`src/rtl/m_ext_requester_pkg.sv`:
```
// Shared RV32M types: funct3 encoding, M-extension opcode constants and requester FSM states.
package m_ext_requester_pkg;

  localparam int unsigned XLEN_DEF = 32;

  localparam logic [6:0] OPCODE_OP   = 7'b0110011;
  localparam logic [6:0] FUNCT7_MEXT = 7'b0000001;

  typedef enum logic [2:0] {
    F3_MUL    = 3'd0,
    F3_MULH   = 3'd1,
    F3_MULHSU = 3'd2,
    F3_MULHU  = 3'd3,
    F3_DIV    = 3'd4,
    F3_DIVU   = 3'd5,
    F3_REM    = 3'd6,
    F3_REMU   = 3'd7
  } m_funct3_t;

  typedef enum logic [2:0] {
    S_IDLE     = 3'd0,
    S_MUL_WAIT = 3'd1,
    S_DIV_WAIT = 3'd2,
    S_DRAIN    = 3'd3,
    S_HOLD     = 3'd4
  } m_state_t;

  // funct3[2] splits multiply from divide; within divides bit1 picks remainder, bit0 unsigned.
  function automatic logic is_div_op(input m_funct3_t f);
    return f[2];
  endfunction

  function automatic logic is_quot_op(input m_funct3_t f);
    return !f[1];
  endfunction

  function automatic logic is_signed_div(input m_funct3_t f);
    return f[2] && !f[0];
  endfunction

endpackage

```
`src/rtl/m_ext_requester_operand_prep.sv`:
```
// Combinational operand extension and divide corner-case detection for the M-unit requester.
module m_operand_prep
  import m_ext_requester_pkg::*;
#(
  parameter int unsigned XLEN = XLEN_DEF
) (
  input  m_funct3_t       funct3,
  input  logic [XLEN-1:0] rs1_data,
  input  logic [XLEN-1:0] rs2_data,
  output logic [XLEN:0]   op_a_c,
  output logic [XLEN:0]   op_b_c,
  output logic            div_signed_c,
  output logic            special_c,
  output logic [XLEN-1:0] special_result_c
);

  localparam logic [XLEN-1:0] INT_MIN = {1'b1, {(XLEN-1){1'b0}}};

  logic a_signed;
  logic b_signed;
  logic is_div;
  logic div_by_zero;
  logic overflow;

  always_comb begin
    a_signed         = 1'b0;
    b_signed         = 1'b0;
    is_div           = is_div_op(funct3);
    div_signed_c     = is_signed_div(funct3);
    div_by_zero      = 1'b0;
    overflow         = 1'b0;
    special_c        = 1'b0;
    special_result_c = '0;

    if (is_div) begin
      a_signed    = div_signed_c;
      b_signed    = div_signed_c;
      div_by_zero = (rs2_data == '0);
      overflow    = div_signed_c && (rs1_data == INT_MIN) && (rs2_data == '1);
    end else begin
      a_signed = (funct3 != F3_MULHU);
      b_signed = (funct3 == F3_MUL) || (funct3 == F3_MULH);
    end

    op_a_c = {a_signed & rs1_data[XLEN-1], rs1_data};
    op_b_c = {b_signed & rs2_data[XLEN-1], rs2_data};

    // Architectural results for cases resolved without the divider.
    special_c = div_by_zero || overflow;
    if (div_by_zero) begin
      special_result_c = is_quot_op(funct3) ? '1 : rs1_data;
    end else if (overflow) begin
      special_result_c = is_quot_op(funct3) ? INT_MIN : '0;
    end
  end

endmodule

```
`src/rtl/m_ext_requester.sv`:
```
// EX-stage RV32M initiator: issues start pulses to the multiplier/divider, stalls until the
// response, then holds the registered result until the pipeline advances.
module m_ext_requester
  import m_ext_requester_pkg::*;
#(
  parameter int unsigned XLEN = XLEN_DEF
) (
  input  logic              clk,
  input  logic              rst,
  input  logic              m_valid,
  input  m_funct3_t         m_funct3,
  input  logic [XLEN-1:0]   rs1_data,
  input  logic [XLEN-1:0]   rs2_data,
  input  logic              pipe_advance,
  input  logic              m_flush,
  output logic              m_stall,
  output logic [XLEN-1:0]   m_result,
  output logic              mul_enable,
  output logic [XLEN:0]     mul_op_a,
  output logic [XLEN:0]     mul_op_b,
  input  logic              mul_resp,
  input  logic [2*XLEN+1:0] mul_product,
  output logic              div_enable,
  output logic              div_signed,
  input  logic              div_resp,
  input  logic [XLEN-1:0]   div_quotient,
  input  logic [XLEN-1:0]   div_remainder
);

  localparam int unsigned PROD_W = 2 * XLEN + 2;

  m_state_t        state_q;
  m_state_t        state_d;
  m_funct3_t       funct3_q;

  logic [XLEN:0]   op_a_c;
  logic [XLEN:0]   op_b_c;
  logic            prep_div_signed_c;
  logic            special_c;
  logic [XLEN-1:0] special_result_c;

  logic            accept_c;
  logic            load_ops_c;
  logic            load_result_c;
  logic [XLEN-1:0] result_d_c;
  logic            prod_unused_c;

  m_operand_prep #(.XLEN(XLEN)) u_prep (
    .funct3           (m_funct3),
    .rs1_data         (rs1_data),
    .rs2_data         (rs2_data),
    .op_a_c           (op_a_c),
    .op_b_c           (op_b_c),
    .div_signed_c     (prep_div_signed_c),
    .special_c        (special_c),
    .special_result_c (special_result_c)
  );

  // Guard bits above the 64-bit product never reach the architectural result.
  assign prod_unused_c = ^mul_product[PROD_W-1:2*XLEN];

  assign accept_c = m_valid && !m_flush && !rst;
  assign m_stall  = m_valid && !m_flush && (state_q != S_HOLD);

  always_comb begin
    state_d       = state_q;
    mul_enable    = 1'b0;
    div_enable    = 1'b0;
    load_ops_c    = 1'b0;
    load_result_c = 1'b0;
    result_d_c    = m_result;

    case (state_q)
      S_IDLE: begin
        if (accept_c) begin
          if (!is_div_op(m_funct3)) begin
            mul_enable = 1'b1;
            load_ops_c = 1'b1;
            state_d    = S_MUL_WAIT;
          end else if (special_c) begin
            load_result_c = 1'b1;
            result_d_c    = special_result_c;
            state_d       = S_HOLD;
          end else begin
            div_enable = 1'b1;
            load_ops_c = 1'b1;
            state_d    = S_DIV_WAIT;
          end
        end
      end

      S_MUL_WAIT: begin
        if (m_flush) begin
          state_d = mul_resp ? S_IDLE : S_DRAIN;
        end else if (mul_resp) begin
          load_result_c = 1'b1;
          result_d_c    = (funct3_q == F3_MUL) ? mul_product[XLEN-1:0]
                                               : mul_product[2*XLEN-1:XLEN];
          state_d       = S_HOLD;
        end
      end

      S_DIV_WAIT: begin
        if (m_flush) begin
          state_d = div_resp ? S_IDLE : S_DRAIN;
        end else if (div_resp) begin
          load_result_c = 1'b1;
          result_d_c    = is_quot_op(funct3_q) ? div_quotient : div_remainder;
          state_d       = S_HOLD;
        end
      end

      // Killed op still owns the back end; swallow its response before accepting new work.
      S_DRAIN: begin
        if (is_div_op(funct3_q) ? div_resp : mul_resp) begin
          state_d = S_IDLE;
        end
      end

      S_HOLD: begin
        if (pipe_advance || m_flush) begin
          state_d = S_IDLE;
        end
      end

      default: state_d = S_IDLE;
    endcase
  end

  always_ff @(posedge clk) begin
    if (rst) begin
      state_q    <= S_IDLE;
      funct3_q   <= F3_MUL;
      mul_op_a   <= '0;
      mul_op_b   <= '0;
      div_signed <= 1'b0;
      m_result   <= '0;
    end else begin
      state_q <= state_d;
      if (load_ops_c) begin
        funct3_q   <= m_funct3;
        mul_op_a   <= op_a_c;
        mul_op_b   <= op_b_c;
        div_signed <= prep_div_signed_c;
      end
      if (load_result_c) begin
        m_result <= result_d_c;
      end
    end
  end

endmodule
```
`config.mk`:
```
export PLATFORM = sky130hd
export DESIGN_NAME = m_ext_requester
export DESIGN_NICKNAME = d
export VERILOG_FILES = /design/src/rtl/m_ext_requester_pkg.sv /design/src/rtl/m_ext_requester_operand_prep.sv /design/src/rtl/m_ext_requester.sv
export SDC_FILE = /design/constraint.sdc
export NUM_CORES = 1
export LEC_CHECK = 0
export BUFFER_PORTS_ARGS = -buffer_cell sky130_fd_sc_hd__buf_2
export CAP_MARGIN = 10
export CELL_PAD_IN_SITES_DETAIL_PLACEMENT = 1
export CELL_PAD_IN_SITES_GLOBAL_PLACEMENT = 1
export CORE_AREA = 2 2 200 104
export DETAILED_ROUTE_END_ITERATION = 7
export DIE_AREA = 0 0 202 106
export GPL_ROUTABILITY_DRIVEN = 0
export PLACE_DENSITY_LB_ADDON = 0.05
export REMOVE_ABC_BUFFERS = 1
export SYNTH_ARGS = -nofsm -noshare
export SYNTH_HDL_FRONTEND = slang
export SYNTH_HIERARCHICAL = 1
export SYNTH_SLANG_ARGS = --single-unit
```
`constraint.sdc`:
```
create_clock -name clk -period 3.2 [get_ports clk]
set_input_delay 0.32 -clock clk [delete_from_list [all_inputs] [get_ports clk]]
set_output_delay 0.32 -clock clk [all_outputs]
set_load 0.005 [all_outputs]
```
==> impl_metrics.env, run 1 <==
export IMPL_cts_root_buf="clkbuf_16"
export IMPL_async_flop_share=0
export IMPL_yosysWarnings=6
export IMPL_hold_path_class="input pin to flop"
export IMPL_netSwitchingPower_mw=1.839
export IMPL_die_area_sq_um=21410
export IMPL_clock_power_share=0.252
export IMPL_path_buf_inv=4
export IMPL_cap_violations=0
export IMPL_port_buffers=303
export IMPL_setup_slack_ns=0.3438
export IMPL_routed_wl_um=25620
export IMPL_cts_tree="yes"
export IMPL_dp_hpwl_um=18850
export IMPL_path_class="input pin to primary output"
export IMPL_synth_cell_types=44
export IMPL_setup_violations=0
export IMPL_ctsResizeCount=0
export IMPL_place_ws_ns=0.05372
export IMPL_setup_tns_final_ns=0
export IMPL_yosys_top_cells_area="dfxtp_1, nand2_1, a21oi_1"
export IMPL_drtIter0Drc=292
export IMPL_critPathTopFamily="simple AND/OR/NAND/NOR gates"
export IMPL_core_area_sq_um=19860
export IMPL_clock_latency_ns=0.36
export IMPL_leakage_nw=3.477
export IMPL_grt_start_max_net_pins=63
export IMPL_track_usage=0.2380
export IMPL_critPathRequiredTime_ns=2.88
export IMPL_antenna_found_initial=3
export IMPL_irDropWorstVdd_mv=0.3017
export IMPL_io_pins=306
export IMPL_num_rows=37
export IMPL_cts_htree_levels=3
export IMPL_wire_per_inst_um=19.48
export IMPL_slew_headroom=0.3906
export IMPL_synth_area_sq_um=6186
export IMPL_synth_area_per_cell_sq_um=7.489
export IMPL_crit_path_max_fanout=3
export IMPL_fin_crit_ns=2.856
export IMPL_powerDensity_nw_per_um2=589.1
export IMPL_clk_path_buf_depth=2
export IMPL_slowest_stage="or4_1"
export IMPL_cts_buffers=9
export IMPL_yosys_area_top_type="dfxtp_1"
export IMPL_ys_ff_latch=105
export IMPL_skew_ns=0.009390
export IMPL_seq_power_share=0.338
export IMPL_cp_slowest_stage_delay_ns=0.62
export IMPL_drt_antenna_violating_nets=0
export IMPL_start_util=0.3115
export IMPL_p_int_mw=2.817
export IMPL_drv_slew=0
export IMPL_timing_final_crit_share=0.8926
export IMPL_grt_pass1_wl_um=39850
export IMPL_synth_top_area_frac=0.3398
export IMPL_via_count=6724
export IMPL_remaining_drc_errors=0
export IMPL_comb_power_share=0.411
export IMPL_synth_edf_count=0
export IMPL_worstMarginPinSlew_ns=0.9119
export IMPL_end_kind="primary output"
export IMPL_syn_inst=826
export IMPL_overflow=0
export IMPL_ctsHoldBuffers=0
export IMPL_drive_above_1_share=0.3510
export IMPL_clk_pin_slew_ns=0.07
export IMPL_arrival_ns=2.54
export IMPL_synthFlopType="dfxtp_1"
export IMPL_die_w_um=202
export IMPL_viasPerCell=5.113
export IMPL_rsz0062_at_grt="no"
export IMPL_post_cts_buffers=0
export IMPL_layout_common_cells="buf_2, nand2_1, a21oi_1, dfxtp_1, nand3_1"
export IMPL_finalHoldViolations=0
export IMPL_run_status="finished, final reports clean"
export IMPL_ys_seq_area_frac=0.3398
export IMPL_syn_to_final_growth_pct=27.79
export IMPL_path_cells="buf_2 > nor4_1 > buf_4 > nand4_1 > or4_1 > o31ai_2 > buf_4 > nand2b_1 > nor2_1 > buf_2"
export IMPL_finish_net_count=1239
export IMPL_die_h_um=106
export IMPL_whs_ns=0.2173
export IMPL_cp_start_kind="input pin"
export IMPL_final_common_cell="buf_2"
export IMPL_switching_share=0.3950
export IMPL_first_pass_iters=5
export IMPL_fmaxAchievable_ghz=0.3501
export IMPL_cts_sinks=105
export IMPL_grt_pass1_vias=6853
export IMPL_n_fill_cell=2538
==> power by group through the flow <==
stage	Combinational, mW	Clock (mW)	Sequential, mW
2_1_floorplan	1.05	0	1.62
3_3_place_gp	1.92	0	1.60
3_5_place_dp	1.92	0	1.60
4_1_cts	1.93	1.21	1.57
5_1_grt	2.12	1.26	1.59
6_report	1.91	1.17	1.57
==> flip-flops by register name, indices dropped and copies added (netlist names) <==
signal      count
mul_op_a       33
mul_op_b       33
m_result       32
funct3_q        3
state_q         3
div_signed      1
==> per-layer routing <==
layer,vias up,global-route usage,wire [um]
met5,-,0,7
met4,2,0.04622,329
met3,23,0.06530,1646
met2,183,0.3655,11180
met1,3232,0.3339,12460
li1,3284,-,-
==> Yosys cell counts (all sizes together), types with 5 or more instances <==
cell type  count
mux2i         32
buf           99
a2bb2oi       31
a21oi        106
nand4         41
dfxtp        105
a32o          31
nor4          11
nand3         64
nand2        173
nor2          14
clkbuf        35
nor3           5
inv           35
==> cell families after synthesis <==
| family | after synthesis | synth area share |
|---|---|---|
| AO/OA/AOI/OAI | 185 | 0.2041 |
| buffers and inverters | 169 | 0.1468 |
| flip-flops | 105 | 0.3398 |
| multiplexers | 33 | 0.05360 |
| AND/OR/NAND/NOR | 334 | 0.2557 |
==> metrics by stage <==
stage	power [mW]	util	area (sq um)	instances
floorplan	2.668	-	5409	692
global placement	3.514	0.3823	7592	1297
detailed placement	3.520	0.3823	7592	1297
CTS	4.713	0.3978	7900	1313
global route	4.975	0.3978	7900	1313
finish	4.657	0.3980	7905	1315
==> layout make-up <==
type | instances | area, sq um | area share
multi-input combinational | 552 | 3217 | 0.4069
antenna | 2 | 5.005 | 0.0006331
tap | 273 | 341.6 | 0.04321
sequential | 105 | 2106 | 0.2664
clock buffer | 11 | 242.7 | 0.03071
inverter | 35 | 131.4 | 0.01662
timing repair buffer | 332 | 1797 | 0.2273
clock inverter | 5 | 65.06 | 0.008230
==> worst register-to-register path, stage by stage, from the launching register on <==
cell	delay (ns)
dfxtp_2	0.65
nor2_1	0.21
nor2_4	0.71
a2bb2oi_1	0.27
a32o_1	0.18
==> final timing paths <==
| check | start | to | slack (ns) | cells past startpoint |
|---|---|---|---|---|
| worst max register to register | state_q[0] | m_result[26] | 1.12 | 4 |
| worst max-delay path | rs1_data[11] | div_enable | 0.34 | 10 |
| worst min register to register | mul_op_b[0] | mul_op_b[0] | 0.45 | 2 |
| worst min-delay path | rs1_data[26] | mul_op_a[26] | 0.22 | 3 |
No activity file was read; power rests on OpenSTA's default activity.
==> run 2, diff against run 1 <==
--- a/config.mk
+++ b/config.mk
@@ -13,7 +13,7 @@
 export DETAILED_ROUTE_END_ITERATION = 7
 export DIE_AREA = 0 0 202 106
 export GPL_ROUTABILITY_DRIVEN = 0
-export PLACE_DENSITY_LB_ADDON = 0.05
+export PLACE_DENSITY_LB_ADDON = 0.15
 export REMOVE_ABC_BUFFERS = 1
 export SYNTH_ARGS = -nofsm -noshare
 export SYNTH_HDL_FRONTEND = slang
==> constraint.sdc (replaced) <==
create_clock -name clk -period 3.2 [get_ports clk]
set_input_delay 0.32 -clock clk [delete_from_list [all_inputs] [get_ports clk]]
set_output_delay 0.32 -clock clk [all_outputs]
set_load 0.01 [all_outputs]
==> run 2 against run 1 <==
  * Sequential share of layout area rose by 0.37 points
  * Design area shrank 1.4%
  * Clock power down 4%
  * Non-clock buffer count shrank 8
  * Sequential power about the same
  * Die area did not move
  * Critical path depth stayed put
  * Global-route usage about the same
  * Critical path type unchanged
  * Largest power group unchanged
==> impl_metrics.env, run 2 (synthesis gave the netlist of run 1 again) <==
export IMPL_run_status="finished, final reports clean"
export IMPL_setup_slack_ns=0.2820
export IMPL_total_power_mw=4.646
export IMPL_finish_net_count=1231
export IMPL_path_class="input pin to primary output"
export IMPL_post_cts_buffers=0
export IMPL_worstMarginPinSlew_ns=1.142
export IMPL_crit_path_max_fanout=3
export IMPL_fin_util=0.3926
export IMPL_clk_path_buf_depth=2
export IMPL_ctsResizeCount=0
export IMPL_end_kind="primary output"
export IMPL_r2r_start="state_q[0]"
export IMPL_powerDensity_nw_per_um2=595.8
export IMPL_cap_violations=0
export IMPL_final_cell_area_sq_um=7797
export IMPL_leakage_nw=3.415
export IMPL_grt_pass1_wl_um=39480
export IMPL_placed_cells_incl_taps=1289
export IMPL_hold_path_class="input pin to flop"
export IMPL_wire_per_inst_um=19.83
export IMPL_via_count=6707
export IMPL_cts_sinks=105
export IMPL_skew_ns=0.005671
export IMPL_die_w_um=202
export IMPL_antennaDiodeCount=0
export IMPL_die_area_sq_um=21410
export IMPL_place_ws_ns=-0.1436
export IMPL_slew_headroom=0.2370
export IMPL_arrival_ns=2.60
export IMPL_num_rows=37
export IMPL_cts_buffers=9
export IMPL_final_common_cell="buf_2"
export IMPL_drtIter0Drc=356
export IMPL_placed_area_sq_um=7507
export IMPL_finalNonFillerCells=1305
export IMPL_grt_start_max_net_pins=57
export IMPL_dp_hpwl_um=19310
export IMPL_drt_antenna_violating_nets=0
export IMPL_slowest_stage="or4_1"
export IMPL_fin_crit_ns=2.918
export IMPL_rsz0062_at_grt="no"
export IMPL_cp_slowest_stage_delay_ns=0.65
export IMPL_drv_slew=0
export IMPL_antenna_found_initial=0
export IMPL_io_pins=306
export IMPL_fmaxAchievable_ghz=0.3427
export IMPL_path_cells="buf_2 > nor4_1 > buf_4 > nand4_1 > or4_1 > o31ai_2 > buf_4 > nand2b_1 > nor2_1 > buf_2"
export IMPL_cts_root_buf="clkbuf_16"
export IMPL_port_buffers=303
export IMPL_cts_htree_levels=3
export IMPL_start_util=0.3115
export IMPL_timing_final_crit_share=0.9119
export IMPL_critPathRequiredTime_ns=2.88
export IMPL_irDropWorstVdd_mv=0.2799
export IMPL_remaining_drc_errors=0
export IMPL_clk_pin_slew_ns=0.07
export IMPL_layout_common_cells="buf_2, nand2_1, a21oi_1, dfxtp_1, nand3_1"
export IMPL_syn_to_final_growth_pct=26.05
export IMPL_track_usage=0.2382
export IMPL_crit_start="rs1_data[12]"
export IMPL_finalHoldViolations=0
export IMPL_grt_pass1_vias=6731
export IMPL_overflow=0
export IMPL_first_pass_iters=4
export IMPL_drive_above_1_share=0.3469
export IMPL_cp_start_kind="input pin"
export IMPL_clock_latency_ns=0.36
export IMPL_ctsHoldBuffers=0
export IMPL_die_h_um=106
export IMPL_worstHoldStart="rs1_data[26]"
export IMPL_routed_wl_um=25880
export IMPL_setup_violations=0
export IMPL_reg_top3="mul_op_a x33, mul_op_b x33, m_result x32"
export IMPL_viasPerCell=5.139
export IMPL_core_area_sq_um=19860
export IMPL_cts_tree="yes"
run 2: cell count changes in the layout (fill, tap and decap cells not counted):
cell	change
buf_12	-2
clkbuf_1	-1
diode_2	-2
clkbuf_8	+1
clkinv_2	+1
buf_4	-6
inv_6	+2
clkinvlp_4	+2
bufinv_16	-1
clkinv_4	-4
run 2: worst paths after layout:
check | cells past startpoint | end | slack [ns]
max reg2reg | 4 | m_result[3] | 0.82
min reg2reg | 2 | mul_op_a[31] | 0.45
max | 10 | div_enable | 0.28
min | 3 | mul_op_a[26] | 0.21
run 2: cell type report:
class                      count  area (sq um)
clock inverter                 5         37.54
tap                          273         341.6
fill                        2523         12060
clock buffer                  11         252.7
inverter                      35         131.4
sequential                   105          2106
timing repair buffer         324          1712
multi-input combinational    552          3217
run 2: layer usage:
layer	wire, um	GRT usage	vias up
met4	174	0.03361	0
met1	12720	0.3427	3237
met5	0	0	-
met3	1793	0.06101	13
li1	-	-	3261
met2	11200	0.3638	196
run 2: report_power, final:
group,internal (mW),leakage (nW),switching (mW),total [mW]
combinational,0.743,2.42,1.23,1.97
sequential,1.42,0.851,0.133,1.56
clock,0.576,0.139,0.542,1.12
run 2: worst max-delay path: cells and delay by family:
family                 cells  cell delay (ns)
AO/OA/AOI/OAI              1             0.25
AND/OR/NAND/NOR            5             1.42
buffers and inverters      4             0.59
run 2: through the flow:
stage          hold slack, ns  TNS (ns)
2_1_floorplan          0.3891    -14.94
3_3_place_gp           0.4392   -0.7461
3_5_place_dp           0.4439    -3.721
4_1_cts                0.1927         0
5_1_grt                0.2127         0
6_report               0.2117         0
==> run 3, diff against run 2 <==
==> constraint.sdc (replaced) <==
create_clock -name clk -period 3.1 [get_ports clk]
set_input_delay 0.31 -clock clk [delete_from_list [all_inputs] [get_ports clk]]
set_output_delay 0.31 -clock clk [all_outputs]
set_load 0.01 [all_outputs]
==> run 3 against run 2 <==
  * Utilization rose by 0.15 points
  * Via count up 0.13%
  * Largest power group unchanged
  * Highest routed layer unchanged
  * Combinational power rose by 6%
  * Critical path type unchanged
  * Register-to-register slack better by 0.11 ns
==> impl_metrics.env, run 3 (synthesis gave the netlist of run 1 again) <==
export IMPL_run_status="finished, final reports clean"
export IMPL_clk_path_buf_depth=2
export IMPL_layout_common_cells="buf_2, nand2_1, a21oi_1, dfxtp_1, nand3_1"
export IMPL_cts_root_buf="clkbuf_16"
export IMPL_clock_latency_ns=0.36
export IMPL_first_pass_iters=5
export IMPL_drtIter0Drc=359
export IMPL_grt_pass1_wl_um=40320
export IMPL_start_util=0.3115
export IMPL_worst_r2r_endpoint="m_result[21]"
export IMPL_cts_tree="yes"
export IMPL_track_usage=0.2429
export IMPL_ctsResizeCount=0
export IMPL_fmaxAchievable_ghz=0.3560
export IMPL_setup_violations=0
export IMPL_timing_final_crit_share=0.9061
export IMPL_final_cell_area_sq_um=7828
export IMPL_seq_power_share=0.330
export IMPL_worstMarginPinSlew_ns=0.9514
export IMPL_clock_power_share=0.236
export IMPL_finalHoldViolations=0
export IMPL_drt_antenna_violating_nets=0
export IMPL_crit_start="rs1_data[12]"
export IMPL_cts_htree_levels=3
export IMPL_worstHoldStart="rs1_data[15]"
export IMPL_leakage_nw=3.429
export IMPL_overflow=0
export IMPL_netSwitchingPower_mw=2.010
export IMPL_reg2reg_depth=6
export IMPL_post_cts_buffers=0
export IMPL_cap_violations=0
export IMPL_grt_pass1_vias=6919
export IMPL_whs_ns=0.2024
export IMPL_r2r_start="state_q[0]"
export IMPL_powerDensity_nw_per_um2=616.3
export IMPL_p_int_mw=2.813
export IMPL_skew_ns=0.008138
export IMPL_cts_buffers=9
export IMPL_comb_power_share=0.434
export IMPL_die_h_um=106
export IMPL_syn_to_final_growth_pct=26.54
export IMPL_wire_per_inst_um=19.84
export IMPL_routed_wl_um=25990
export IMPL_placed_cells_incl_taps=1292
export IMPL_grt_start_max_net_pins=64
export IMPL_clk_pin_slew_ns=0.07
export IMPL_arrival_ns=2.50
export IMPL_via_count=6716
export IMPL_finish_net_count=1234
export IMPL_cts_sinks=105
export IMPL_placed_area_sq_um=7542
export IMPL_reg2reg_slack_ns=0.93
export IMPL_antenna_found_initial=0
export IMPL_path_class="input pin to primary output"
export IMPL_port_buffers=303
export IMPL_num_rows=37
export IMPL_fin_crit_ns=2.809
export IMPL_rsz0062_at_grt="no"
export IMPL_switching_share=0.4168
export IMPL_hold_path_class="input pin to flop"
export IMPL_viasPerCell=5.127
export IMPL_crit_path_max_fanout=3
export IMPL_io_pins=306
export IMPL_final_common_cell="buf_2"
export IMPL_remaining_drc_errors=0
export IMPL_slew_headroom=0.3642
export IMPL_fin_util=0.3941
export IMPL_core_area_sq_um=19860
export IMPL_drive_above_1_share=0.3478
export IMPL_die_w_um=202
export IMPL_ctsHoldBuffers=0
export IMPL_end_kind="primary output"
export IMPL_irDropWorstVdd_mv=0.2641
export IMPL_drv_slew=0
export IMPL_critPathRequiredTime_ns=2.79
export IMPL_cp_start_kind="input pin"
export IMPL_multi_input_area_sq_um=3217
export IMPL_reg_top3="mul_op_a x33, mul_op_b x33, m_result x32"
export IMPL_die_area_sq_um=21410
export IMPL_n_fill_cell=2535
export IMPL_finalNonFillerCells=1310
export IMPL_seq_area_sq_um=2106
export IMPL_cp_endpoint="div_enable"
export IMPL_dp_hpwl_um=19380
-- run 3: changes by cell type in the layout (fill, tap and decap cells not counted) --
cell,delta
diode_2,+2
buf_4,+2
clkinvlp_4,-1
clkinv_2,-1
clkinv_4,+3
clkbuf_1,+1
clkbuf_8,-2
buf_12,+1
-- run 3: metrics by stage --
stage | TNS, ns | total power [mW] | worst slack (ns)
6_report | 0 | 4.824 | 0.2910
5_1_grt | 0 | 5.140 | 0.1427
4_1_cts | 0 | 4.882 | 0.2546
3_5_place_dp | 0 | 3.732 | 0.01611
3_3_place_gp | 0 | 3.704 | 0.07795
2_1_floorplan | -24.25 | 2.792 | -0.5169
-- run 3: layer usage --
layer / GRT usage / part of all wire / vias to the layer above
met5: 0 / 0 / -
met3: 0.06775 / 0.069 / 10
li1: - / - / 3268
met2: 0.3765 / 0.44 / 198
met4: 0.03519 / 0.0041 / 0
met1: 0.3416 / 0.49 / 3240
-- run 3: worst min-delay path by stage --
stage,end,slack [ns],cells past startpoint
2_1_floorplan,div_signed,0.38,1
3_3_place_gp,mul_op_a[20],0.44,2
3_5_place_dp,mul_op_b[17],0.45,2
4_1_cts,mul_op_a[26],0.19,3
5_1_grt,mul_op_a[26],0.19,3
6_report,mul_op_a[15],0.20,3
-- run 3: final cells by class --
type | count | area share
Timing Repair Buffer | 327 | 0.2231
Sequential cell | 105 | 0.2690
Antenna cell | 2 | 0.0006394
Multi-Input combinational cell | 552 | 0.4110
Tap cell | 273 | 0.04364
Inverter | 35 | 0.01678
Clock buffer | 10 | 0.02925
Clock inverter | 6 | 0.006554
-- run 3: power by group through the flow --
| stage | logic [mW] | clock network, mW | registers, mW |
|---|---|---|---|
| after floorplan | 1.09 | 0 | 1.71 |
| after global placement | 2.09 | 0 | 1.62 |
| after detailed placement | 2.11 | 0 | 1.62 |
| after CTS | 2.11 | 1.18 | 1.59 |
| after global routing | 2.29 | 1.24 | 1.61 |
| final | 2.09 | 1.14 | 1.59 |
-- run 3: worst max-delay path: stages --
cell and delay, ns:
buf_2 0.11, nor4_1 0.36, buf_4 0.18, nand4_1 0.13, or4_1 0.65, o31ai_2 0.24
buf_4 0.16, nand2b_1 0.14, nor2_1 0.08, buf_2 0.14
